==> config.mk <==
export PLATFORM = sky130hd
export DESIGN_NAME = vga_demo_sequencer
export DESIGN_NICKNAME = d
export VERILOG_FILES = /design/src/rtl/vga_seq_pkg.sv /design/src/rtl/vga_demo_sequencer_btn_debounce.sv /design/src/rtl/vga_demo_sequencer.sv
export SDC_FILE = /design/constraint.sdc
export NUM_CORES = 1
export LEC_CHECK = 0
export ABC_CLOCK_PERIOD_IN_PS = 2040
export BUFFER_PORTS_ARGS = -buffer_cell sky130_fd_sc_hd__buf_4
export CORE_MARGIN = 5
export CORE_UTILIZATION = 50
export DETAILED_ROUTE_END_ITERATION = 10
export HOLD_SLACK_MARGIN = 0.03
export PLACE_DENSITY = 0.84
export SLEW_MARGIN = 20
export SYNTH_ARGS = -nofsm -noshare
export SYNTH_HDL_FRONTEND = slang
export SYNTH_HIERARCHICAL = 1
export SYNTH_SLANG_ARGS = --single-unit
==> constraint.sdc <==
create_clock -name clk_dot -period 2.04 [get_ports clk_dot]
set_clock_uncertainty 0.1 [all_clocks]
set_input_delay 0.204 -clock clk_dot [delete_from_list [all_inputs] [get_ports clk_dot]]
set_output_delay 0.204 -clock clk_dot [all_outputs]
set_load 0.01 [all_outputs]
==> src/rtl/vga_seq_pkg.sv <==
// Shared types and constants for the VGA demo sequencer.
package vga_seq_pkg;

  // Sequencer states; encoding 3 is never entered on purpose and recovers to S_TP.
  typedef enum logic [1:0] {
    S_TP    = 2'd0,
    S_DEMO  = 2'd1,
    S_GAP   = 2'd2,
    S_BAD   = 2'd3
  } seq_state_e;

  // Galois feedback taps for x^32 + x^22 + x^2 + x + 1.
  localparam logic [31:0] LFSR_MASK = 32'h8020_0003;

  // One LFSR step; an all-zero register would lock up, so it reloads the seed instead.
  function automatic logic [31:0] lfsr_next(input logic [31:0] r, input logic [31:0] seed);
    if (r == 32'd0) begin
      return seed;
    end
    return (r >> 1) ^ (r[0] ? LFSR_MASK : 32'd0);
  endfunction

endpackage

==> src/rtl/vga_demo_sequencer_btn_debounce.sv <==
// Push-button conditioning: 2-flop synchronizer, stability counter and a
// one-cycle pulse on each debounced press.
module btn_debounce #(
  parameter int unsigned DEB_CYCLES = 400000
) (
  input  logic clk_dot,
  input  logic reset_n,
  input  logic btn_in,
  output logic btn_evt
);

  localparam int unsigned CW = $clog2(DEB_CYCLES + 1);
  localparam logic [CW-1:0] CNT_LAST = CW'(DEB_CYCLES - 1);

  logic          sync1_q, sync1_d;
  logic          sync2_q, sync2_d;
  logic          stable_q, stable_d;
  logic          evt_q, evt_d;
  logic [CW-1:0] cnt_q, cnt_d;

  // The debounced level only follows the synchronized input after it has disagreed for DEB_CYCLES clocks in a row.
  always_comb begin
    sync1_d  = btn_in;
    sync2_d  = sync1_q;
    stable_d = stable_q;
    cnt_d    = '0;
    evt_d    = 1'b0;
    if (sync2_q != stable_q) begin
      if (cnt_q == CNT_LAST) begin
        stable_d = sync2_q;
        evt_d    = sync2_q;
      end else begin
        cnt_d = cnt_q + 1'b1;
      end
    end
  end

  // Register the synchronizer, counter, debounced level and press pulse.
  always_ff @(posedge clk_dot) begin
    if (!reset_n) begin
      sync1_q  <= 1'b0;
      sync2_q  <= 1'b0;
      stable_q <= 1'b0;
      evt_q    <= 1'b0;
      cnt_q    <= '0;
    end else begin
      sync1_q  <= sync1_d;
      sync2_q  <= sync2_d;
      stable_q <= stable_d;
      evt_q    <= evt_d;
      cnt_q    <= cnt_d;
    end
  end

  assign btn_evt = evt_q;

endmodule

==> src/rtl/vga_demo_sequencer.sv <==
// Frame-synchronous controller for vga_core: schedules test pattern, demos and
// re-arm gaps on mode_bit/color_3b, and supplies the random_num seed word.
module vga_demo_sequencer
  import vga_seq_pkg::*;
#(
  parameter int unsigned TP_FRAMES       = 120,
  parameter int unsigned DEMO_FRAMES     = 600,
  parameter int unsigned GAP_FRAMES      = 2,
  parameter int unsigned DEMOS_PER_CYCLE = 4,
  parameter logic        VSYNC_POL       = 1'b0,
  parameter logic [31:0] LFSR_SEED       = 32'hACE1_2468,
  parameter int unsigned DEB_CYCLES      = 400000
) (
  input  logic        clk_dot,
  input  logic        reset_n,
  input  logic        vga_vsync,
  input  logic        auto_en,
  input  logic        btn_next,
  output logic        mode_bit,
  output logic        color_3b,
  output logic [31:0] random_num,
  output logic [1:0]  seq_state,
  output logic [2:0]  demo_idx
);

  localparam logic [15:0] TP_LAST   = 16'(TP_FRAMES - 1);
  localparam logic [15:0] DEMO_LAST = 16'(DEMO_FRAMES - 1);
  localparam logic [15:0] GAP_LAST  = 16'(GAP_FRAMES - 1);
  localparam logic [2:0]  IDX_LAST  = 3'(DEMOS_PER_CYCLE - 1);

  logic        vsync_d1_q, vsync_d2_q;
  logic        frame_tick;
  logic        btn_evt;

  seq_state_e  state_q, state_d;
  logic        mode_q, mode_d;
  logic        color_q, color_d;
  logic [15:0] frame_cnt_q, frame_cnt_d;
  logic [2:0]  demo_idx_q, demo_idx_d;
  logic        pend_q, pend_d;
  logic [31:0] lfsr_q, lfsr_d;

  logic [15:0] limit_last;
  logic        rise_ok;
  logic        advance;

  btn_debounce #(
    .DEB_CYCLES (DEB_CYCLES)
  ) u_btn_debounce (
    .clk_dot (clk_dot),
    .reset_n (reset_n),
    .btn_in  (btn_next),
    .btn_evt (btn_evt)
  );

  // Keep two registered copies of vsync so the frame tick is a clean one-clock pulse after the edge.
  always_ff @(posedge clk_dot) begin
    if (!reset_n) begin
      vsync_d1_q <= ~VSYNC_POL;
      vsync_d2_q <= ~VSYNC_POL;
    end else begin
      vsync_d1_q <= vga_vsync;
      vsync_d2_q <= vsync_d1_q;
    end
  end

  assign frame_tick = (vsync_d1_q == VSYNC_POL) && (vsync_d2_q != VSYNC_POL);

  // Decide whether this frame ends the current state; rising mode_bit waits until the low time covers GAP_FRAMES.
  always_comb begin
    case (state_q)
      S_TP:    limit_last = TP_LAST;
      S_DEMO:  limit_last = DEMO_LAST;
      default: limit_last = GAP_LAST;
    endcase
    rise_ok = (state_q == S_DEMO) || (frame_cnt_q >= GAP_LAST);
    advance = ((auto_en && (frame_cnt_q == limit_last)) || pend_q) && rise_ok;
  end

  // Next-state logic for the schedule; everything moves only on a frame tick except illegal-state recovery.
  always_comb begin
    state_d     = state_q;
    mode_d      = mode_q;
    color_d     = color_q;
    frame_cnt_d = frame_cnt_q;
    demo_idx_d  = demo_idx_q;
    pend_d      = pend_q | btn_evt;
    if (frame_tick) begin
      if (advance) begin
        frame_cnt_d = '0;
        pend_d      = btn_evt;
        case (state_q)
          S_TP: begin
            state_d = S_DEMO;
            mode_d  = 1'b1;
          end
          S_DEMO: begin
            mode_d = 1'b0;
            if (demo_idx_q >= IDX_LAST) begin
              state_d    = S_TP;
              demo_idx_d = '0;
              color_d    = ~color_q;
            end else begin
              state_d    = S_GAP;
              demo_idx_d = demo_idx_q + 3'd1;
            end
          end
          S_GAP: begin
            state_d = S_DEMO;
            mode_d  = 1'b1;
          end
          default: ;
        endcase
      end else if (frame_cnt_q != 16'hFFFF) begin
        frame_cnt_d = frame_cnt_q + 16'd1;
      end
    end
    if (state_q == S_BAD) begin
      state_d     = S_TP;
      mode_d      = 1'b0;
      frame_cnt_d = '0;
      demo_idx_d  = '0;
      pend_d      = 1'b0;
    end
  end

  // Sequencer state register with registered outputs.
  always_ff @(posedge clk_dot) begin
    if (!reset_n) begin
      state_q     <= S_TP;
      mode_q      <= 1'b0;
      color_q     <= 1'b0;
      frame_cnt_q <= '0;
      demo_idx_q  <= '0;
      pend_q      <= 1'b0;
    end else begin
      state_q     <= state_d;
      mode_q      <= mode_d;
      color_q     <= color_d;
      frame_cnt_q <= frame_cnt_d;
      demo_idx_q  <= demo_idx_d;
      pend_q      <= pend_d;
    end
  end

  // Free-running LFSR next value, independent of the schedule.
  always_comb begin
    lfsr_d = lfsr_next(lfsr_q, LFSR_SEED);
  end

  // LFSR register; reset loads the seed so vga_core sees a repeatable sequence.
  always_ff @(posedge clk_dot) begin
    if (!reset_n) begin
      lfsr_q <= LFSR_SEED;
    end else begin
      lfsr_q <= lfsr_d;
    end
  end

  assign mode_bit   = mode_q;
  assign color_3b   = color_q;
  assign random_num = lfsr_q;
  assign seq_state  = state_q;
  assign demo_idx   = demo_idx_q;

endmodule

# After elaboration in Yosys (flattened, before gate mapping)
# Index checks and enable logic that the tools add are counted.
[op_classes]
n_lt_le_gt_ge = 2
n_reduce_logical = 18
add_sub_neg = 3
n_bitwise = 6
eq_ne = 7
mux = 13
[op_table]
columns = ["cell", "count"]
rows = [
  ["$mux W32", 3],
  ["$logic_not A32 Y1", 1],
  ["$mux W16", 2],
  ["$xor A31 B32 Y32", 1],
  ["$pmux W10 S2", 1],
  ["$add A19 B1 Y19 const B", 1],
  ["$eq A19 B19 Y1 const B", 1],
  ["$add A16 B1 Y16 const B", 1],
  ["$eq A16 B16 Y1", 1],
  ["$ge A16 B1 Y1 const B", 1],
  ["$ne A16 B16 Y1 const B", 1],
  ["$reduce_and A3 Y1", 3],
  ["$eq A2 B2 Y1 const B", 2],
  ["$not A1 Y1", 4],
  ["$pmux W2 S2", 1],
  ["$reduce_and A2 Y1", 2],
  ["$reduce_and A4 Y1", 1],
  ["$reduce_bool A2 Y1", 2],
  ["$reduce_or A2 Y1", 2],
  ["$add A3 B1 Y3 const B", 1],
  ["$ge A3 B2 Y1 const B", 1],
  ["$logic_and A1 B1 Y1", 3],
  ["$mux W1", 3],
  ["$mux W3", 1],
  ["8 further kinds", 9],
]
[word_totals]
output_inout_bits = 39
wordCells = 63
register_bits = 81
input_bits = 5

# Depth between registers and ports, before layout
# Gate-level depths: netlist of run 1.
[logic_depth]
word_depth = 8
ltp_mapped = 9
depth_no_buf = 8

# Modules after synthesis
# The synthesis of run 1 kept the hierarchy.
[modules_own_cells]
columns = ["module", "area_per_inst_um2", "instances", "cells_per_inst", "seq_area_each_um2"]
rows = [
  ["vga_demo_sequencer", 2359.8, 1, 246, 1141.1],
  ["btn_debounce", 1038.5, 1, 110, 460.4],
]

# Worst setup path after synthesis of run 1
# Ideal clock, no wire load.
[synth_path]
path_kind = "reg-to-reg"
from = "reg frame_cnt_q[1]"
to = "reg frame_cnt_q[2]"
synth_period_minus_slack_ns = 1.956
setup_ns = 0.059
path_slack_ns = 0.084
arrival_ns = 1.797
n_path_buf = 1
path_stages_with_launch = 10
t_required_ns = 1.881
cell_sequence = "dfxtp_1 > inv_1 > ha_1 > nor4b_1 > nand3_1 > a2bb2oi_2 > and2_1 > buf_6 > nor3_4 > a22o_1"
[synth_between]
elab_chain_len = 6
word_cells_on_any_way = 12
cone_classes = "add/sub (1); order compare (1); eq/ne (2); mux (2); reduce/logical (6)"
[synth_rtl]
columns = ["element", "line_no", "rtl"]
rows = [
  ["start: declaration", "vga_demo_sequencer.sv:38", "logic [15:0] frame_cnt_q, frame_cnt_d;"],
  ["start signal: assignment", "vga_demo_sequencer.sv:140", "frame_cnt_q <= frame_cnt_d;"],
  ["parallel branches: the longest is 6 deep, another holds $ge A16 B1 Y1", "--", ""],
]
# Parallel ways; which one is timed is not known. The select of a mux whose other input is x is not followed.
# A chain may end at the register's enable or synchronous reset.

# Final worst setup path of run 1
[layout_path]
from = "reg frame_cnt_q[1]"
to = "reg frame_cnt_q[7]"
# The elaborated chain is that of the path after synthesis.

==> flow_metrics.env, run 1 <==
export IMPL_worst_slew_pin_slew_ns=0.6365
export IMPL_endpoint_kind="register"
export IMPL_outcome="completed"
export IMPL_grt_pass1_wl_um=13490
export IMPL_grt_use_total_pct=19.67
export IMPL_routed_wl_um=8035
export IMPL_period_needed_ns=1.951
export IMPL_antenna_cells=0
export IMPL_slew_limit_headroom_pct=57.52
export IMPL_synth_async_reset_ratio_pct=0
export IMPL_final_hold_viol_count=0
export IMPL_finalMaxSlewViolations=0
export IMPL_insertion_delay_ns=0.35
export IMPL_cp_slowest_stage_delay_ns=0.35
export IMPL_clockBufferDepth=2
export IMPL_fmax_mhz=512.5
export IMPL_fin_setup_tns_ns=0
export IMPL_viasPerCell=5.687
export IMPL_clkTransAtPathRegs_ns=0.08
export IMPL_yosysSeqAreaShare_pct=47.13
export IMPL_area_growth_pct=23.90
export IMPL_via_count=2906
export IMPL_io_pins=44
export IMPL_die_area_mm2=0.008545
export IMPL_power_leakage_nw=1.676
export IMPL_grt_overflow_total=0
export IMPL_yosysWarnings=6
export IMPL_grt_pass1_vias=2784
export IMPL_postSynthAreaPerCell_um2=9.546
export IMPL_arrival_ns=2.15
export IMPL_setup_violations=0
export IMPL_cp_slowest_cell="o31a_2"
export IMPL_gp_congestion=0.9013
export IMPL_maxCapViolCount=0
export IMPL_io_buffers=43
export IMPL_finalCritPeriodShare_pct=95.65
export IMPL_ctsHtreeMaxLevel=3
export IMPL_vdd_drop_max_mv=0.6455
export IMPL_drive_above_1_share_pct=24.83
export IMPL_powerDensity_mw_per_mm2=730.2
export IMPL_path_max_fanout=7
export IMPL_cpMostUsedCell="buf_4"
export IMPL_antenna_found_initial=0
export IMPL_crit_path_start_kind="register"
export IMPL_synthDistinctLibCells=56
export IMPL_core_area_mm2=0.006719
export IMPL_syn_inst=356
export IMPL_ant_nets=0
export IMPL_clockRootBuffer="clkbuf_8"
export IMPL_critPathTopFamily="compound AO/OA/AOI/OAI gates"
export IMPL_first_iter_violations=213
export IMPL_min_path_type="register to register"
export IMPL_synthFlopType="dfxtp_1"
export IMPL_routedWlPerCell_um=15.72
export IMPL_die_h_um=92.44
export IMPL_cts_tree="done"
export IMPL_setup_worst_path_class="register to register"
export IMPL_grt_max_degree=20
export IMPL_synth_seq_cells=80
export IMPL_numCtsBuffers=9
export IMPL_required_ns=2.24
export IMPL_syn_nets=368
export IMPL_cts_sinks=80
export IMPL_p_total_mw=3.074
export IMPL_synth_edf_count=0
export IMPL_drc_errors=0
export IMPL_die_width_um=92.44
export IMPL_final_nets=438
export IMPL_critPathBufInv=2
export IMPL_crit_chain="buf_4, ha_1, and4_1, nand4b_1, buf_4, o31a_2, o31ai_1, a22o_1"
export IMPL_hold_worst_slack_ns=0.3446
export IMPL_dp_hpwl_um=5594
export IMPL_syn_area_mm2=0.003398
export IMPL_initial_core_util_pct=50.58
export IMPL_dr_pass1_iters=5
export IMPL_core_rowCount=30
## worst register-to-register path, cell delays in order, from the launching register on
cell,delay (ns)
dfxtp_2,0.34
buf_4,0.11
ha_1,0.20
and4_1,0.21
nand4b_1,0.15
buf_4,0.17
o31a_2,0.35
o31ai_1,0.11
a22o_1,0.16
## path summary, 6_finish.rpt
path / start / end / slack, ns / depth (start not counted)
worst max register to register: frame_cnt_q[1] / frame_cnt_q[7] / 0.09 / 8
worst max-delay path: frame_cnt_q[1] / frame_cnt_q[7] / 0.09 / 8
worst min-delay path: u_btn_debounce/sync1_q / u_btn_debounce/sync2_q / 0.34 / 1
worst min register to register: u_btn_debounce/sync1_q / u_btn_debounce/sync2_q / 0.34 / 1
## logic make-up (layout without fill, tap and decap cells)
logic type	after synthesis	count (layout)	synth area share, %
adder cells (fa/ha/maj)	7	7	2.577
multiplexers	4	4	1.178
XOR/XNOR	22	22	5.670
flip-flops	80	80	47.13
buffers and inverters	20	95	2.798
AND/OR/NAND/NOR	186	186	32.33
AO/OA/AOI/OAI	37	37	8.321
## flip-flops by register name (all words and copies together), names as in the netlist
signal                   count
frame_cnt_q                 16
color_3b                     1
u_btn_debounce/btn_evt       1
random_num                  32
u_btn_debounce/stable_q      1
u_btn_debounce/cnt_q        19
u_btn_debounce/sync2_q       1
demo_idx                     3
pend_q                       1
u_btn_debounce/sync1_q       1
seq_state                    2
vsync_d2_q                   1
vsync_d1_q                   1
## where the power goes
part | total [mW] | leakage, nW | internal (mW) | switching [mW]
combinational | 0.257 | 0.920 | 0.133 | 0.124
clock | 1.16 | 0.100 | 0.575 | 0.582
sequential | 1.66 | 0.655 | 1.61 | 0.0460
## cells in the mapped netlist (3+ instances only)
cell | instances | area, um^2
dfxtp_1 | 80 | 1602
nor2_1 | 34 | 127.6
and2_1 | 23 | 143.9
nand2_1 | 20 | 75.07
nand3_1 | 18 | 90.09
nor3_1 | 13 | 65.06
xnor2_1 | 13 | 113.9
or3_1 | 12 | 75.07
nor4_1 | 11 | 68.82
inv_1 | 10 | 37.54
xor2_1 | 9 | 78.83
nand4_1 | 8 | 50.05
o31ai_1 | 8 | 60.06
a21oi_1 | 7 | 35.03
a22o_1 | 7 | 61.31
and3_1 | 7 | 43.79
ha_1 | 7 | 87.58
nand2b_1 | 6 | 37.54
nor2b_1 | 5 | 31.28
and4_1 | 4 | 35.03
buf_2 | 4 | 20.02
mux2i_1 | 4 | 40.04
o21ai_0 | 4 | 20.02
clkbuf_1 | 3 | 11.26
nand3b_1 | 3 | 22.52
nor4b_1 | 3 | 26.28
## through the flow
| step | std cells | utilization (%) | cell area (um^2) | setup WS (ns) |
|---|---|---|---|---|
| finish | 511 | 62.66 | 4210 | 0.08866 |
| global route | 511 | 62.66 | 4210 | -0.01322 |
| CTS | 508 | 61.82 | 4154 | 0.0009732 |
| detailed placement | 489 | 58.25 | 3914 | -0.09252 |
| global placement | 489 | 58.25 | 3914 | 0.02730 |
| floorplan | 356 | - | 3398 | 0.08401 |
## timing repair
action,4_1_cts,5_1_grt
endpoints found under the setup margin,8,22
buffers inserted,0,3
gates resized for setup,3,10
hold buffers,3,0
pin swaps,1,2
hold endpoints to repair,3,0
## final cells by class
cell class,count,area (um^2)
clock buffers,9,123.9
clock inverters,7,77.57
fillers,506,2509
inverters,10,37.54
multi-input cells,256,1742
flip-flops and latches,80,1604
well taps,80,100.1
repair buffers,69,525.5
## placed cells by master, fill, tap and decap left out, types with 7 or more instances in the layout
cell,netlist,final
dfxtp_1,80,78
buf_4,2,66
nor2_1,34,33
and2_1,23,23
nand2_1,20,20
nand3_1,18,18
nor3_1,13,13
xnor2_1,13,13
or3_1,12,12
nor4_1,11,11
inv_1,10,10
xor2_1,9,9
clkbuf_8,0,9
nand4_1,8,8
o31ai_1,8,8
a22o_1,7,7
ha_1,7,7
## routing by layer
layer | vias to the layer above | wire length [um] | GRT usage (%)
li1 | 1414 | - | -
met1 | 1387 | 3422 | 24.59
met2 | 93 | 4035 | 32.51
met3 | 12 | 465 | 5.849
met4 | 0 | 111 | 6.312
met5 | - | 0 | 0
Power figures use the tool's default switching activity.
==> run 2, diff against run 1 <==
--- a/config.mk
+++ b/config.mk
@@ -5,13 +5,13 @@
 export SDC_FILE = /design/constraint.sdc
 export NUM_CORES = 1
 export LEC_CHECK = 0
-export ABC_CLOCK_PERIOD_IN_PS = 2040
+export ABC_CLOCK_PERIOD_IN_PS = 1850
 export BUFFER_PORTS_ARGS = -buffer_cell sky130_fd_sc_hd__buf_4
 export CORE_MARGIN = 5
 export CORE_UTILIZATION = 50
 export DETAILED_ROUTE_END_ITERATION = 10
 export HOLD_SLACK_MARGIN = 0.03
-export PLACE_DENSITY = 0.84
+export PLACE_DENSITY = 0.82
 export SLEW_MARGIN = 20
 export SYNTH_ARGS = -nofsm -noshare
 export SYNTH_HDL_FRONTEND = slang
==> constraint.sdc (replaced) <==
create_clock -name clk_dot -period 1.85 [get_ports clk_dot]
set_clock_uncertainty 0.1 [all_clocks]
set_input_delay 0.185 -clock clk_dot [delete_from_list [all_inputs] [get_ports clk_dot]]
set_output_delay 0.185 -clock clk_dot [all_outputs]
set_load 0.01 [all_outputs]
==> run 2 against run 1 <==
Effect of this change: the run now ends with setup timing left; non-clock buffer count is 20 higher; critical path depth is 1 lower; flip-flop and latch count stayed put; first-iteration DRC count is 25% lower; largest power group unchanged.
==> flow_metrics.env, run 2 (synthesis results as in run 1) <==
export IMPL_routedWlPerCell_um=16.43
export IMPL_fmax_mhz=507.2
export IMPL_crit_path_start_kind="register"
export IMPL_insertion_delay_ns=0.35
export IMPL_io_buffers=43
export IMPL_combPwrFrac_pct=9.0
export IMPL_violations="setup timing"
export IMPL_via_count=3011
export IMPL_area_growth_pct=31.74
export IMPL_drc_errors=0
export IMPL_r2r_start="frame_cnt_q[4]"
export IMPL_ctsHtreeMaxLevel=3
export IMPL_fin_setup_tns_ns=-1.094
export IMPL_reg2reg_depth=7
export IMPL_gp_congestion=0.8770
export IMPL_cp_slowest_stage_delay_ns=0.41
export IMPL_vdd_drop_max_mv=0.7849
export IMPL_cts_tree="done"
export IMPL_maxCapViolCount=0
export IMPL_hold_depth=1
export IMPL_holdPathEnd="u_btn_debounce/sync2_q"
export IMPL_drive_above_1_share_pct=30.82
export IMPL_p_total_mw=3.488
export IMPL_p_int_mw=2.654
export IMPL_grt_max_degree=20
export IMPL_p_switching_uw=834.1
export IMPL_min_path_type="register to register"
export IMPL_clockBufferDepth=2
export IMPL_ant_nets=0
export IMPL_seq_power_share_pct=52.5
export IMPL_numPlacedInstances=509
export IMPL_hold_worst_slack_ns=0.3685
export IMPL_path_max_fanout=7
export IMPL_cp_slowest_cell="dfxtp_1"
export IMPL_rsz0062_at_grt="yes"
export IMPL_routed_wl_um=8722
export IMPL_rrSetupSlack_ns=-0.12
export IMPL_slew_limit_headroom_pct=58.03
export IMPL_grt_overflow_total=0
export IMPL_outcome="finished, violations left"
export IMPL_final_hold_viol_count=0
export IMPL_crit_chain="nor4bb_1, a22oi_1, o21ai_2, buf_4, nand3_2, or3_1, a21oi_1"
export IMPL_dr_pass1_iters=4
export IMPL_final_nets=458
export IMPL_fin_cells=531
export IMPL_r2r_end="color_3b"
export IMPL_grt_use_total_pct=21.29
export IMPL_first_iter_violations=159
export IMPL_largest_reg_flops=32
export IMPL_clockRootBuffer="clkbuf_8"
export IMPL_viasPerCell=5.670
export IMPL_dp_hpwl_um=5892
export IMPL_cts_sinks=80
export IMPL_die_width_um=92.44
export IMPL_antenna_found_initial=0
export IMPL_setup_violations=18
export IMPL_endpoint_kind="register"
export IMPL_initial_core_util_pct=50.58
export IMPL_worstHoldStart="u_btn_debounce/sync1_q"
export IMPL_die_area_mm2=0.008545
export IMPL_p_sw_share_pct=23.91
export IMPL_worst_slew_pin_slew_ns=0.6257
export IMPL_layout_commonest_cell="buf_4"
export IMPL_p_clk_share_pct=38.5
export IMPL_die_h_um=92.44
export IMPL_postLayoutCellArea_mm2=0.004477
export IMPL_core_rowCount=30
export IMPL_setup_worst_path_class="register to register"
export IMPL_period_needed_ns=1.971
export IMPL_powerDensity_mw_per_mm2=779.2
export IMPL_io_pins=44
export IMPL_core_area_mm2=0.006719
export IMPL_finalCritPeriodShare_pct=106.6
export IMPL_required_ns=2.04
export IMPL_clkTransAtPathRegs_ns=0.08
export IMPL_final_cell_mix="83 x buf_4, 76 x dfxtp_1, 29 x nor2_1"
export IMPL_finish_utilization_pct=66.63
export IMPL_dp_slack_ns=-0.1448
export IMPL_finalMaxSlewViolations=0
export IMPL_worst_slack_ns=-0.1215
export IMPL_antenna_cells=0
export IMPL_numCtsBuffers=9
export IMPL_grt_pass1_vias=3035
export IMPL_grt_pass1_wl_um=14570
export IMPL_power_leakage_nw=1.806
export IMPL_postPlaceCellArea_mm2=0.004098
export IMPL_arrival_ns=2.16
run 2: changes by cell type in the layout (fill, tap and decap cells not counted), sizes merged:
cell,before,now
buf,66,84
clkbuf,9,11
dlygate4sd3,3,5
clkinv,3,2
inv,12,11
run 2: power groups by stage:
stage	Combinational, mW	Sequential, mW	Clock (mW)
global route	0.339	1.84	1.46
floorplan	0.112	1.88	0
CTS	0.304	1.83	1.37
finish	0.314	1.83	1.34
global placement	0.271	1.86	0
detailed placement	0.281	1.87	0
run 2: how the worst max path moves through the flow:
stage,depth (start not counted),startpoint,endpoint
after floorplan,8,frame_cnt_q[5],frame_cnt_q[4]
final,7,frame_cnt_q[4],color_3b
after global routing,7,frame_cnt_q[4],color_3b
after detailed placement,9,frame_cnt_q[0],demo_idx[0]
after CTS,8,frame_cnt_q[1],frame_cnt_q[7]
after global placement,8,frame_cnt_q[0],frame_cnt_q[4]
run 2: layout make-up:
| type | instances | area [um^2] |
|---|---|---|
| Fill cell | 499 | 2242 |
| Multi-Input combinational cell | 256 | 1819 |
| Sequential cell | 80 | 1609 |
| Timing Repair Buffer | 89 | 693.2 |
| Clock buffer | 11 | 151.4 |
| Tap cell | 80 | 100.1 |
| Clock inverter | 5 | 63.81 |
| Inverter | 10 | 40.04 |
run 2: what timing repair did:
item,in CTS,in global routing
buffers inserted,2,0
pin swaps,10,10
resized for setup,20,14
hold buffers,5,0
endpoints found under the setup margin,41,44
endpoints found under the hold margin,5,0
run 2: worst max-delay path, delay by kind of cell (launching register included):
family                 cells  cell delay [ns]
and+or+nand+nor            3             0.76
buffers and inverters      1             0.15
AOI/OAI and AO/OA          3             0.50
DFF                        1             0.41
run 2: routing by layer:
metal,global-route usage [%],part of all wire (%),up-vias
li1,-,-,1446
met1,25.53,42,1452
met2,36.50,51,92
met3,5.849,4.6,21
met4,7.426,2.5,0
met5,0,0,-
